[src/rtl/lgn_pkg.sv]
// Shared definitions for the logic-gate-network classifier front end.
// Holds network sizing, counter widths and the packer state encoding.
package lgn_pkg;

  localparam int INPUTS     = 784;
  localparam int PIXEL_BITS = 8;

  localparam int BIT_CNT_W  = $clog2(PIXEL_BITS);
  localparam int PIX_CNT_W  = $clog2(INPUTS);

  typedef enum logic [1:0] {
    FILL   = 2'd0,
    SETTLE = 2'd1,
    DONE   = 2'd2
  } pixel_packer_state_t;

  function automatic logic binarise(input logic [PIXEL_BITS-1:0] pix,
                                    input logic [PIXEL_BITS-1:0] thr);
    return (pix >= thr);
  endfunction

endpackage

[src/rtl/bit_packer.sv]
// Thresholds each accepted pixel and packs eight binary pixels MSB-first
// into a byte, strobing byte_we for one cycle when a byte completes.
module bit_packer
  import lgn_pkg::*;
(
  input  logic                  clk,
  input  logic                  rst,
  input  logic                  clear,
  input  logic                  shift_en,
  input  logic [PIXEL_BITS-1:0] pix_data,
  input  logic [PIXEL_BITS-1:0] threshold,
  output logic [PIXEL_BITS-1:0] byte_out,
  output logic                  byte_we
);

  logic [PIXEL_BITS-2:0] shift_reg;
  logic [BIT_CNT_W-1:0]  bit_cnt;
  logic                  pix_bit;
  logic [PIXEL_BITS-1:0] next_byte;

  assign pix_bit   = binarise(pix_data, threshold);
  assign next_byte = {shift_reg, pix_bit};

  // Clear wins over a simultaneous shift so a discarded group never strobes.
  always_ff @(posedge clk) begin
    if (rst) begin
      shift_reg <= '0;
      bit_cnt   <= '0;
      byte_out  <= '0;
      byte_we   <= 1'b0;
    end else begin
      byte_we <= 1'b0;
      if (clear) begin
        shift_reg <= '0;
        bit_cnt   <= '0;
      end else if (shift_en) begin
        shift_reg <= next_byte[PIXEL_BITS-2:0];
        if (bit_cnt == BIT_CNT_W'(PIXEL_BITS - 1)) begin
          byte_out <= next_byte;
          byte_we  <= 1'b1;
          bit_cnt  <= '0;
        end else begin
          bit_cnt <= bit_cnt + BIT_CNT_W'(1);
        end
      end
    end
  end

endmodule

[src/rtl/pixel_packer.sv]
// Classifier front end: frames pixels, feeds packed bytes to the network
// input register, then stalls input while the network output settles.
module pixel_packer
  import lgn_pkg::*;
#(
  parameter int PIXELS        = INPUTS,
  parameter int SETTLE_CYCLES = 4
) (
  input  logic                  clk,
  input  logic                  rst,
  input  logic [PIXEL_BITS-1:0] threshold,
  input  logic [PIXEL_BITS-1:0] pix_data,
  input  logic                  pix_valid,
  input  logic                  pix_last,
  output logic                  pix_ready,
  output logic [PIXEL_BITS-1:0] byte_out,
  output logic                  byte_we,
  output logic                  frame_done,
  output logic                  result_valid,
  output logic                  frame_error
);

  localparam int PW = $clog2(PIXELS);
  localparam int SW = $clog2(SETTLE_CYCLES + 1);
  localparam logic [PW-1:0] LAST_IDX    = PW'(PIXELS - 1);
  localparam logic [SW-1:0] SETTLE_LAST = SW'(SETTLE_CYCLES - 1);

  pixel_packer_state_t state, next_state;
  logic [PW-1:0] pix_cnt;
  logic [SW-1:0] settle_cnt;
  logic          accept;
  logic          at_last_idx;
  logic          early_last;
  logic          misaligned;

  assign accept      = pix_valid & pix_ready;
  assign at_last_idx = (pix_cnt == LAST_IDX);
  assign early_last  = accept & pix_last & ~at_last_idx;
  assign misaligned  = pix_last ^ at_last_idx;

  bit_packer u_bit_packer (
    .clk       (clk),
    .rst       (rst),
    .clear     (early_last),
    .shift_en  (accept),
    .pix_data  (pix_data),
    .threshold (threshold),
    .byte_out  (byte_out),
    .byte_we   (byte_we)
  );

  always_ff @(posedge clk) begin
    if (rst) state <= FILL;
    else     state <= next_state;
  end

  always_comb begin
    next_state = state;
    case (state)
      FILL:    if (accept && at_last_idx) next_state = SETTLE;
      SETTLE:  if (settle_cnt == SETTLE_LAST) next_state = DONE;
      DONE:    if (accept) next_state = FILL;
      default: next_state = FILL;
    endcase
  end

  always_comb begin
    pix_ready    = (state != SETTLE);
    result_valid = (state == DONE);
  end

  // An early pix_last restarts the frame at pixel 0.
  always_ff @(posedge clk) begin
    if (rst) begin
      pix_cnt    <= '0;
      settle_cnt <= '0;
    end else begin
      if (accept) begin
        if (at_last_idx || pix_last) pix_cnt <= '0;
        else                         pix_cnt <= pix_cnt + PW'(1);
      end
      if (state == SETTLE) settle_cnt <= settle_cnt + SW'(1);
      else                 settle_cnt <= '0;
    end
  end

  // The first pixel accepted in DONE opens a new frame, so the error flag
  // restarts from that pixel's own alignment.
  always_ff @(posedge clk) begin
    if (rst) begin
      frame_done  <= 1'b0;
      frame_error <= 1'b0;
    end else begin
      frame_done <= accept & at_last_idx;
      if (accept) begin
        if (state == DONE)   frame_error <= misaligned;
        else if (misaligned) frame_error <= 1'b1;
      end
    end
  end

endmodule

[config.mk]
export PLATFORM = sky130hd
export DESIGN_NAME = pixel_packer
export DESIGN_NICKNAME = d
export VERILOG_FILES = /design/src/rtl/lgn_pkg.sv /design/src/rtl/bit_packer.sv /design/src/rtl/pixel_packer.sv
export SDC_FILE = /design/constraint.sdc
export NUM_CORES = 1
export LEC_CHECK = 0
export BUFFER_PORTS_ARGS = -buffer_cell sky130_fd_sc_hd__buf_2
export CAP_MARGIN = 20
export CORE_AREA = 4 4 76 78
export CTS_CLUSTER_DIAMETER = 60
export CTS_CLUSTER_SIZE = 24
export DETAILED_ROUTE_END_ITERATION = 6
export DIE_AREA = 0 0 80 82
export PLACE_DENSITY_LB_ADDON = 0.1
export SKIP_CTS_REPAIR_TIMING = 1
export SYNTH_ARGS = -nofsm -noshare
export SYNTH_HDL_FRONTEND = slang
export SYNTH_SLANG_ARGS = --single-unit
[constraint.sdc]
create_clock -name clk -period 4.4 [get_ports clk]
set_clock_uncertainty 0.15 [all_clocks]
set_input_delay 0.44 -clock clk [delete_from_list [all_inputs] [get_ports clk]]
set_output_delay 0.44 -clock clk [all_outputs]
set_load 0.03 [all_outputs]
==> insert_results.sql <==
INSERT INTO impl_metrics (metric_group, metric, value, unit) VALUES
('timing', 'finalCriticalPeriod', '1.98', 'ns'),
('timing', 'period_share', '0.450', ''),
('placed_design', 'io_buffer_count', '32', ''),
('synth', 'yosysSeqAreaShare', '0.426', ''),
('worst_setup_path', 'crit_path_frequent_cell', 'sky130_fd_sc_hd__and3_1', ''),
('worst_setup_path', 'critical-path-max-stage-delay', '0.49', 'ns'),
('hold_path', 'min_path_type', 'reg2reg', ''),
('synth', 'postSynthNetCount', '228', ''),
('worst_setup_path', 'crit_chain', 'ha_1 -> and3_1 -> a41o_2 -> and3_1 -> mux2i_1', ''),
('floorplan', 'die_height', '82', 'um'),
('cells_and_area', 'final_nets', '263', ''),
('power_and_ir_drop', 'ir_drop', '0.000116', 'V'),
('synth', 'synthArstFlopShare', '0', ''),
('synth', 'ys.flop_type', 'sky130_fd_sc_hd__dfxtp_1', ''),
('synth', 'syn_inst', '194', ''),
('synth', 'netlist-cell-type-count', '33', ''),
('worst_setup_path', 'worstPathArrival', '2.04', 'ns'),
('grt', 'number_of_global_route_vias_before_repair', '1259', ''),
('grt', 'track_usage', '0.113', ''),
('worst_setup_path', 'cp-start-kind', 'flop', ''),
('cells_and_area', 'number_of_flip_flops_under_the_largest_register_name', '10', ''),
('worst_setup_path', 'timing.critical_path.buf_inv', '0', ''),
('clock_network', 'cts.sinks', '36', ''),
('job', 'drv.max_cap_violation_count', '0', ''),
('cells_and_area', 'post_route_cells_drive_above_1_share', '0.213', ''),
('clock_network', 'cts_bufs_inserted', '5', ''),
('synth', 'syn_warnings', '0', ''),
('clock_network', 'insertion_delay_of_the_later_clocked_pin_in_the_worst_skew_pair', '0.28', 'ns'),
('timing', 'rsz0062_at_grt', 'no', ''),
('timing', 'final-max-slew-violation-count', '0', ''),
('synth', 'post_synth_instance_area', '1690', 'um2'),
('floorplan', 'initial_utilization', '0.333', ''),
('placed_design', 'place_hpwl', '2520', 'um'),
('cells_and_area', 'area_growth_syn_to_layout', '18.9', '%'),
('routing', 'via_per_inst', '4.67', ''),
('routing', 'antenna_violating_nets_post_route', '0', ''),
('synth', 'fraction_of_synthesized_cell_area_taken_by_the_top_area_cell_type', '0.426', ''),
('clock_network', 'cts.clk_slew.worst_paths', '0.07', 'ns'),
('worst_setup_path', 'worst-endpoint-required', '4.46', 'ns'),
('floorplan', 'fp.dieArea', '6560', 'um2'),
('floorplan', 'coreArea', '5070', 'um2'),
('floorplan', 'core.rowCount', '26', ''),
('timing', 'tns', '0', 'ns'),
('run_status', 'status', 'finished clean', ''),
('cells_and_area', 'fillCellCount', '548', ''),
('synth', 'synth_top_cells_by_area', 'sky130_fd_sc_hd__dfxtp_1, sky130_fd_sc_hd__ha_1, sky130_fd_sc_hd__nand2_1, sky130_fd_sc_hd__a21oi_1, sky130_fd_sc_hd__mux2i_1', ''),
('routing', 'route.detailed.drc', '0', ''),
('power_and_ir_drop', 'fin_total_pwr', '627', 'uW'),
('placed_design', 'finalWeightedCongestion', '0.683', ''),
('clock_network', 'clockBufferDepth', '2', ''),
('timing', 'setup_viol_count_final', '0', ''),
('worst_setup_path', 'cpMaxStageDelayCell', 'sky130_fd_sc_hd__and3_1', ''),
('worst_setup_path', 'worst-setup-path-type', 'reg2reg', ''),
('timing', 'final-hold-violation-count', '0', ''),
('worst_setup_path', 'critPathMaxFanout', '9', ''),
('synth', 'synthDominantAreaCellType', 'sky130_fd_sc_hd__dfxtp_1', ''),
('clock_network', 'cts_htree_levels', '2', ''),
('routing', 'postRouteWirelength', '3350', 'um'),
('floorplan', 'boundary_pin_count', '33', ''),
('grt', 'number_of_antenna_violations_at_the_first_check_in_global_routing', '0', ''),
('synth', 'synth_edf_count', '0', ''),
('timing', 'max_slew_margin', '0.664', ''),
('routing', 'detail_route.wl_per_cell', '11.2', 'um'),
('cells_and_area', 'utilization', '0.396', ''),
('timing', 'holdWs', '0.287', 'ns'),
('grt', 'grt_start_max_net_pins', '19', ''),
('timing', 'transition_time_at_the_pin_with_the_least_slew_margin', '0.505', 'ns'),
('grt', 'wire_length_of_the_first_global_routing_pass', '5660', 'um'),
('grt', 'gr-total-overflow', '0', ''),
('synth', 'synth.avg_cell_area', '8.71', 'um2'),
('floorplan', 'floorplan.die.width', '80', 'um');
-- cell usage after synthesis, drive strengths merged, types with 2 or more instances --
master	count
and3	3
nand3	3
inv	14
o21ai	7
a21oi	14
or3	4
nand4	5
xnor2	3
clkbuf	2
ha	14
nor2	13
xor2	3
nor2b	3
dfxtp	36
a211oi	5
buf	3
and2	3
nor3	6
mux2i	7
nand2	38
-- stage by stage --
stage | worst slack, ns | instance area [um2] | cells
floorplan | 2.63 | 1690 | 194
global placement | 2.36 | 1920 | 292
detailed placement | 2.38 | 1920 | 292
CTS | 2.39 | 2010 | 300
global route | 2.26 | 2010 | 300
finish | 2.42 | 2010 | 300
-- final cells by class --
cell class,count,area [um2],area share
multi-input cells,139,888,0.442
flip-flops and latches,36,721,0.358
repair buffers,33,168,0.0834
well taps,70,87.6,0.0436
clock buffers,7,86.3,0.0429
inverters,14,52.6,0.0261
clock inverters,1,7.51,0.00373
-- per-layer routing --
metal  vias up  track usage  wire (um)
met5         -            0          0
met4         0       0.0456         41
met3         4       0.0329        171
met2        33        0.174       1460
met1       623        0.148       1680
li1        742            -          -
-- worst reg2reg max path, delay by kind of cell (launching register included) --
kind | cells | cell delay, ns
muxes | 1 | 0.24
and+or+nand+nor | 2 | 0.71
AOI/OAI and AO/OA | 1 | 0.25
DFF | 1 | 0.36
adders and majority gates | 1 | 0.20
-- final timing paths --
| check | startpoint | end | slack (ns) | cells after the start |
|---|---|---|---|---|
| worst max-delay path | pix_cnt[0] | u_bit_packer.byte_out[2] | 2.42 | 5 |
| worst min-delay path | settle_cnt[0] | settle_cnt[0] | 0.29 | 1 |
| worst max register to register | pix_cnt[0] | u_bit_packer.byte_out[2] | 2.42 | 5 |
| worst min register to register | settle_cnt[0] | settle_cnt[0] | 0.29 | 1 |
-- layout by cell type (no fill, tap or decap), types with 4 or more instances in the layout --
master	n
sky130_fd_sc_hd__a211oi_1	4
sky130_fd_sc_hd__a21oi_1	14
sky130_fd_sc_hd__buf_2	32
sky130_fd_sc_hd__clkbuf_8	6
sky130_fd_sc_hd__dfxtp_1	36
sky130_fd_sc_hd__ha_1	14
sky130_fd_sc_hd__inv_1	11
sky130_fd_sc_hd__mux2i_1	7
sky130_fd_sc_hd__nand2_1	38
sky130_fd_sc_hd__nand4_1	5
sky130_fd_sc_hd__nor2_1	13
sky130_fd_sc_hd__nor3_1	6
sky130_fd_sc_hd__o21ai_0	5
sky130_fd_sc_hd__or3_1	4
-- power by group --
part / total (uW) / leakage, uW / internal, uW / switching [uW]
Clock: 245 / 0.0000445 / 127 / 118
Combinational: 48.6 / 0.000494 / 19.5 / 29.0
Sequential: 333 / 0.000291 / 330 / 3.20
Total: 627 / 0.000829 / 476 / 150
-- cell families (layout without fill, tap and decap cells) --
kind of cell / after synthesis / in the layout / synth area share
simple gates: 82 / 82 / 0.238
flops: 36 / 36 / 0.426
compound gates: 30 / 30 / 0.112
buf+inv: 19 / 55 / 0.0481
fa+ha+maj: 14 / 14 / 0.104
mux: 7 / 7 / 0.0415
xor+xnor: 6 / 6 / 0.0311
No activity file was read; power rests on OpenSTA's default activity.
